[src/rtl/char_motion_arbiter.sv]
// -----------------------------------------------------------------------------
// char_motion_arbiter
//
// Movement controller for N characters on the OLED playfield. Each move_tick
// starts a sweep that visits the characters in index order. Each character
// takes two cycles:
//   CALC  - resolve the held keys, update the direction and form a candidate
//   CHECK - test the candidate for collision, then commit it or reject it
// Registered positions and directions drive the sprite BRAM address
// generators.
//
// Optional build macro:
//   CHAR_MOTION_WRAP_EN - a move past an edge wraps to the opposite edge.
//                         Without it, positions clamp at the edge.
//
// Ports:
//   clk        in   system clock
//   reset      in   synchronous, active-high reset
//   move_tick  in   single-cycle pulse that starts a sweep
//   move_req   in   4*N_CHARS key bits {L,R,U,D}; char i is in [4i+3:4i]
//   x_pos      out  packed registered x positions, char0 in the LSBs
//   y_pos      out  packed registered y positions, char0 in the LSBs
//   dir        out  packed directions: 00 up, 01 down, 10 left, 11 right
//   blocked    out  per-character flag: move rejected in the last sweep
//   busy       out  high while a sweep is in progress
//   sweep_done out  one-cycle pulse when a sweep ends
//   overrun    out  sticky; move_tick arrived while a sweep was running
// -----------------------------------------------------------------------------
module char_motion_arbiter #(
  parameter int N_CHARS = 4,
  parameter int X_W     = 7,
  parameter int Y_W     = 6,
  parameter int CHAR_W  = 20,
  parameter int CHAR_H  = 20,
  parameter int X_MAX   = 75,
  parameter int Y_MAX   = 43,
  parameter int STEP    = 1,
  parameter logic [X_W*N_CHARS-1:0] INIT_X = {7'd60, 7'd10, 7'd60, 7'd10},
  parameter logic [Y_W*N_CHARS-1:0] INIT_Y = {6'd40, 6'd40, 6'd10, 6'd10}
) (
  input  logic                   clk,
  input  logic                   reset,
  input  logic                   move_tick,
  input  logic [4*N_CHARS-1:0]   move_req,
  output logic [X_W*N_CHARS-1:0] x_pos,
  output logic [Y_W*N_CHARS-1:0] y_pos,
  output logic [2*N_CHARS-1:0]   dir,
  output logic [N_CHARS-1:0]     blocked,
  output logic                   busy,
  output logic                   sweep_done,
  output logic                   overrun
);

  localparam int IDX_W = (N_CHARS > 1) ? $clog2(N_CHARS) : 1;
  localparam logic [IDX_W-1:0] LAST_IDX = IDX_W'(N_CHARS - 1);
  localparam logic [IDX_W-1:0] IDX_ONE  = IDX_W'(1);

  typedef enum logic [1:0] {IDLE, CALC, CHECK, DONE} state_t;

  state_t           state_q, state_d;
  logic [IDX_W-1:0] idx_q;
  logic [X_W-1:0]   x_q   [N_CHARS];
  logic [Y_W-1:0]   y_q   [N_CHARS];
  logic [1:0]       dir_q [N_CHARS];
  logic [N_CHARS-1:0] blocked_q;
  logic [X_W-1:0]   cand_x;
  logic [Y_W-1:0]   cand_y;
  logic             cand_mv;
  logic             overrun_q;
  logic [3:0]       req;
  logic             hit;

  // One STEP along x, done one bit wider so the sum cannot wrap silently.
  function automatic logic [X_W-1:0] step_x(input logic [X_W-1:0] c, input logic inc);
    logic [X_W:0] e, s, m;
    e = {1'b0, c};
    s = (X_W+1)'(STEP);
    m = (X_W+1)'(X_MAX);
    if (inc) begin
      if (e + s > m) begin
`ifdef CHAR_MOTION_WRAP_EN
        step_x = X_W'(e + s - m - (X_W+1)'(1));
`else
        step_x = X_W'(m);
`endif
      end else begin
        step_x = X_W'(e + s);
      end
    end else begin
      if (e < s) begin
`ifdef CHAR_MOTION_WRAP_EN
        step_x = X_W'(m + (X_W+1)'(1) + e - s);
`else
        step_x = '0;
`endif
      end else begin
        step_x = X_W'(e - s);
      end
    end
  endfunction

  // One STEP along y, done one bit wider so the sum cannot wrap silently.
  function automatic logic [Y_W-1:0] step_y(input logic [Y_W-1:0] c, input logic inc);
    logic [Y_W:0] e, s, m;
    e = {1'b0, c};
    s = (Y_W+1)'(STEP);
    m = (Y_W+1)'(Y_MAX);
    if (inc) begin
      if (e + s > m) begin
`ifdef CHAR_MOTION_WRAP_EN
        step_y = Y_W'(e + s - m - (Y_W+1)'(1));
`else
        step_y = Y_W'(m);
`endif
      end else begin
        step_y = Y_W'(e + s);
      end
    end else begin
      if (e < s) begin
`ifdef CHAR_MOTION_WRAP_EN
        step_y = Y_W'(m + (Y_W+1)'(1) + e - s);
`else
        step_y = '0;
`endif
      end else begin
        step_y = Y_W'(e - s);
      end
    end
  endfunction

  // Bounding-box overlap. Two extra bits keep coordinate + size from wrapping.
  function automatic logic overlaps(input logic [X_W-1:0] ax, input logic [Y_W-1:0] ay,
                                    input logic [X_W-1:0] bx, input logic [Y_W-1:0] by);
    logic [X_W+1:0] axe, bxe, cw;
    logic [Y_W+1:0] aye, bye, ch;
    axe = {2'b00, ax};
    bxe = {2'b00, bx};
    cw  = (X_W+2)'(CHAR_W);
    aye = {2'b00, ay};
    bye = {2'b00, by};
    ch  = (Y_W+2)'(CHAR_H);
    return (axe < bxe + cw) && (axe + cw > bxe) && (aye < bye + ch) && (aye + ch > bye);
  endfunction

  // Keys of the character being processed, sampled in its CALC cycle.
  always_comb begin
    req = move_req[{idx_q, 2'b00} +: 4];
  end

  // The candidate is tested against every other character's current register.
  // Characters with a lower index have already committed in this sweep.
  always_comb begin
    hit = 1'b0;
    for (int j = 0; j < N_CHARS; j++) begin
      if ((IDX_W'(j) != idx_q) && overlaps(cand_x, cand_y, x_q[j], y_q[j])) begin
        hit = 1'b1;
      end
    end
  end

  always_ff @(posedge clk) begin
    if (reset) begin
      state_q <= IDLE;
    end else begin
      state_q <= state_d;
    end
  end

  always_comb begin
    state_d    = state_q;
    busy       = 1'b0;
    sweep_done = 1'b0;
    case (state_q)
      IDLE:  if (move_tick) state_d = CALC;
      CALC:  begin
        busy    = 1'b1;
        state_d = CHECK;
      end
      CHECK: begin
        busy    = 1'b1;
        state_d = (idx_q == LAST_IDX) ? DONE : CALC;
      end
      DONE:  begin
        sweep_done = 1'b1;
        state_d    = IDLE;
      end
      default: state_d = IDLE;
    endcase
  end

  always_ff @(posedge clk) begin
    if (reset) begin
      for (int i = 0; i < N_CHARS; i++) begin
        x_q[i]   <= INIT_X[i*X_W +: X_W];
        y_q[i]   <= INIT_Y[i*Y_W +: Y_W];
        dir_q[i] <= 2'b00;
      end
      blocked_q <= '0;
      idx_q     <= '0;
      cand_x    <= '0;
      cand_y    <= '0;
      cand_mv   <= 1'b0;
      overrun_q <= 1'b0;
    end else begin
      if (move_tick && (state_q != IDLE)) overrun_q <= 1'b1;
      case (state_q)
        IDLE: begin
          if (move_tick) begin
            idx_q     <= '0;
            blocked_q <= '0;
          end
        end
        // ---- CALC: key priority L > R > U > D, form candidate ----
        CALC: begin
          cand_x  <= x_q[idx_q];
          cand_y  <= y_q[idx_q];
          cand_mv <= 1'b1;
          if (req[3]) begin
            dir_q[idx_q] <= 2'b10;
            cand_x       <= step_x(x_q[idx_q], 1'b0);
          end else if (req[2]) begin
            dir_q[idx_q] <= 2'b11;
            cand_x       <= step_x(x_q[idx_q], 1'b1);
          end else if (req[1]) begin
            dir_q[idx_q] <= 2'b00;
            cand_y       <= step_y(y_q[idx_q], 1'b0);
          end else if (req[0]) begin
            dir_q[idx_q] <= 2'b01;
            cand_y       <= step_y(y_q[idx_q], 1'b1);
          end else begin
            cand_mv <= 1'b0;
          end
        end
        // ---- CHECK: commit or reject, advance to next character ----
        CHECK: begin
          // A character with no key held stays put and is never blocked,
          // even if it already overlaps another character.
          if (cand_mv) begin
            if (hit) begin
              blocked_q[idx_q] <= 1'b1;
            end else begin
              x_q[idx_q] <= cand_x;
              y_q[idx_q] <= cand_y;
            end
          end
          if (idx_q != LAST_IDX) idx_q <= idx_q + IDX_ONE;
        end
        default: ;
      endcase
    end
  end

  for (genvar g = 0; g < N_CHARS; g++) begin : g_pack
    assign x_pos[g*X_W +: X_W] = x_q[g];
    assign y_pos[g*Y_W +: Y_W] = y_q[g];
    assign dir[2*g +: 2]       = dir_q[g];
  end

  assign blocked = blocked_q;
  assign overrun = overrun_q;

endmodule

[config.mk]
export PLATFORM = sky130hd
export DESIGN_NAME = char_motion_arbiter
export DESIGN_NICKNAME = d
export VERILOG_FILES = /design/src/rtl/char_motion_arbiter.sv
export SDC_FILE = /design/constraint.sdc
export NUM_CORES = 1
export LEC_CHECK = 0
export ABC_AREA = 1
export CAP_MARGIN = 20
export CORE_ASPECT_RATIO = 0.6
export CORE_MARGIN = 2
export CORE_UTILIZATION = 45
export DETAILED_ROUTE_END_ITERATION = 16
export MAX_ROUTING_LAYER = met4
export PLACE_DENSITY = 0.64
export SETUP_SLACK_MARGIN = 0.1
export SYNTH_ARGS = -nofsm -noshare
export SYNTH_HDL_FRONTEND = slang
export SYNTH_SLANG_ARGS = --single-unit
[constraint.sdc]
create_clock -name clk -period 6.45 [get_ports clk]
set_input_delay 1.29 -clock clk [delete_from_list [all_inputs] [get_ports clk]]
set_output_delay 1.29 -clock clk [all_outputs]
set_load 0.005 [all_outputs]
==> results.cfg <==
[run_status]
status = finished, final reports clean

[critical_path]
cp.required_ns = 6.42
path_buf_inv = 1
critical_path_class = reg2reg
end_kind = flip-flop
worst_path_max_delay_cell = nor3_4
startpoint_type = flip-flop
reg2reg_setup_slack_ns = 2.26
cp_cell_sequence = ha_1 -> o21ai_0 -> xor2_1 -> ha_1 -> a21oi_1 -> nand2_1 -> inv_1 -> nand3_1 -> nand3_1 -> nor2_1 -> nand3_2 -> nand4_4 -> nor3_4 -> nand2_4 -> nand2_1
crit_family = simple AND/OR/NAND/NOR gates
cp_slowest_stage_delay_ns = 0.72
arrival_ns = 4.15
crit_fanout = 22

[synth]
syn_area_mm2 = 0.00752
yosys-top-cells-area = edfxtp_1, ha_1, nand2_1
yosysUniqueCellTypes = 53
yosysTopAreaCell = edfxtp_1
muxShareOfSynthArea = 0
synthAdderAreaFrac = 0.185
async_reset_ff_frac = 0
synth_top_area_frac = 0.239
avgSynthCellArea_um2 = 7.65
synth_ff_type = edfxtp_1
synth-compound-area-share = 0.128
synth_warnings = 0
synth_edf_count = 60
synth_nets = 1114
synth_most_common_cell = nand2_1
yosys-top-cells-count = nand2_1, inv_1, ha_1
ys_ff_latch = 85
ys_seq_area_frac = 0.306
synth_cells = 984
synthXorXnorAreaFrac = 0.0419
yosys.area_share.simple = 0.251
synth_top_family_by_area = simple AND/OR/NAND/NOR gates

[clock_tree]
cts.htree.levels = 3
cts_root_buffer = clkbuf_16
cts_hold_buf = 0
clk_path_buf_depth = 2
cts_tree = done
numCtsBuffers = 9
clk_pin_slew_ns = 0.07
cts_setup_buffers = 0
cts.sinks = 85
ctsResizeCount = 0
clk_latency_ns = 0.34

[cells_and_area]
fin_nets = 1190
num_antenna_cells = 0
design_area_mm2 = 0.00881
drive_gt1_frac = 0.0516
syn_to_final_growth_pct = 17.2

[die]
rows = 36
start_util = 0.461
die_area_mm2 = 0.0178
die_h_um = 104
io_pins = 86
die_w_um = 171
core_mm2 = 0.0163

[pwr]
ir_worst_vdd_mv = 0.125
power.density_mw_per_mm2 = 243
p_leak_nw = 4.02

[routing]
via_count = 7049
dr.pass1.iters = 5
routed_via_density = 5.45
postRouteAntennaNets = 0
wl_um = 23300
route.detailed.drc = 0
wl_per_cell_um = 18.0
first_iter_violations = 729

[placed_design]
gp_congestion = 0.989
numPortBuffers = 85
placed_area_mm2 = 0.00854
place_hpwl_um = 18100
place_ws_ns = 2.32

[sta]
setup_violations = 0
skew_ns = 0.0131
worstMarginPinSlew_ns = 0.886
fmax_mhz = 239
fin_ws_ns = 2.26
finalHoldViolations = 0
post-route-min-period_ns = 4.19
rsz0062_at_grt = no
relSlewSlack = 0.408
fin_setup_tns_ns = 0
finalMaxSlewViolations = 0
layout_worst_path_cycle_share = 0.649

[grt]
grt_first_pass_wirelength_um = 35600
grtUsageTotal = 0.270
grt_max_degree = 36
gr-total-overflow = 0
grt_pass1_vias = 6114
antenna_found_initial = 0

[job]
max_cap_violations = 0

[min_path]
hold_path.class = reg2reg
## stage by stage
step,util,power [mW],std cells,hold slack [ns]
2_1_floorplan,-,1.35,984,0.445
3_3_place_gp,0.524,1.63,1277,0.450
5_1_grt,0.541,2.29,1293,0.500
3_5_place_dp,0.524,1.64,1277,0.448
6_report,0.541,2.14,1293,0.462
4_1_cts,0.541,2.12,1293,0.466
## final timing paths
check / start / endpoint / depth (start not counted)
worst max-delay path: cand_x[3]$_SDFFE_PP0P_ / y_q[1][2]$_SDFFCE_PN0P_ / 15
worst min-delay path: blocked[1]$_SDFFE_PP0P_ / blocked[1]$_SDFFE_PP0P_ / 2
worst max register to register: cand_x[3]$_SDFFE_PP0P_ / y_q[1][2]$_SDFFCE_PN0P_ / 15
worst min register to register: blocked[1]$_SDFFE_PP0P_ / blocked[1]$_SDFFE_PP0P_ / 2
## metal layers
metal	track usage	vias up	part of all wire
met2	0.333	343	0.37
met4	0.0345	0	0.0059
met3	0.0620	13	0.11
met5	-	-	0
li1	-	3461	-
met1	0.444	3232	0.51
## power breakdown
part           switching, mW  internal, mW  total [mW]
combinational          0.594         0.335       0.928
sequential            0.0938         0.628       0.722
clock                  0.226         0.266       0.492
## worst register-to-register path, cell delays in order, from the launching register on
cell and delay (ns):
dfxtp_1 0.62, ha_1 0.29, o21ai_0 0.10, xor2_1 0.38, ha_1 0.34, a21oi_1 0.16
nand2_1 0.07, inv_1 0.05, nand3_1 0.06, nand3_1 0.07, nor2_1 0.05, nand3_2 0.10
nand4_4 0.17, nor3_4 0.72, nand2_4 0.16, nand2_1 0.49
## layout make-up
cell class                 instances  area (um^2)
fill                            1563         7490
multi-input combinational        737         4560
sequential                        85         2300
timing repair buffer              87          866
inverter                         140          531
tap                              228          285
clock buffer                      10          229
clock inverter                     6         45.0
## layout by cell type (no fill, tap or decap), types with 3 or more instances in the layout
cell type	netlist	routed
xor2_1	32	32
a21oi_1	82	82
o21ai_1	6	6
nor2_1	93	93
inv_1	129	129
or2_1	3	3
inv_6	1	3
nand3b_1	5	5
clkbuf_16	0	9
inv_2	10	10
dfxtp_1	25	25
nand3_1	59	59
nand2_1	204	204
xnor2_1	4	4
nand4_2	3	3
clkdlybuf4s50_1	0	85
a21oi_2	4	4
a211oi_1	3	3
nor3_1	4	4
and2_1	3	3
edfxtp_1	60	60
o211ai_1	10	10
ha_1	111	111
nand2_2	6	6
o21ai_0	48	48
nand4_1	23	23
## state kept, by name, summed over array words and instances, names as in the netlist, named ones only
name	count
state_q	2
y_q	24
blocked	4
cand_x	7
cand_y	6
idx_q	2
dir_q	8
overrun	1
cand_mv	1
x_q	28
## kinds of logic after synthesis
kind of cell / Yosys count
AND/OR/NAND/NOR: 420
AO/OA/AOI/OAI: 170
buffers and inverters: 162
adder cells (fa/ha/maj): 111
flip-flops: 85
XOR/XNOR: 36
Note: power is estimated with default switching activity, not from simulation.
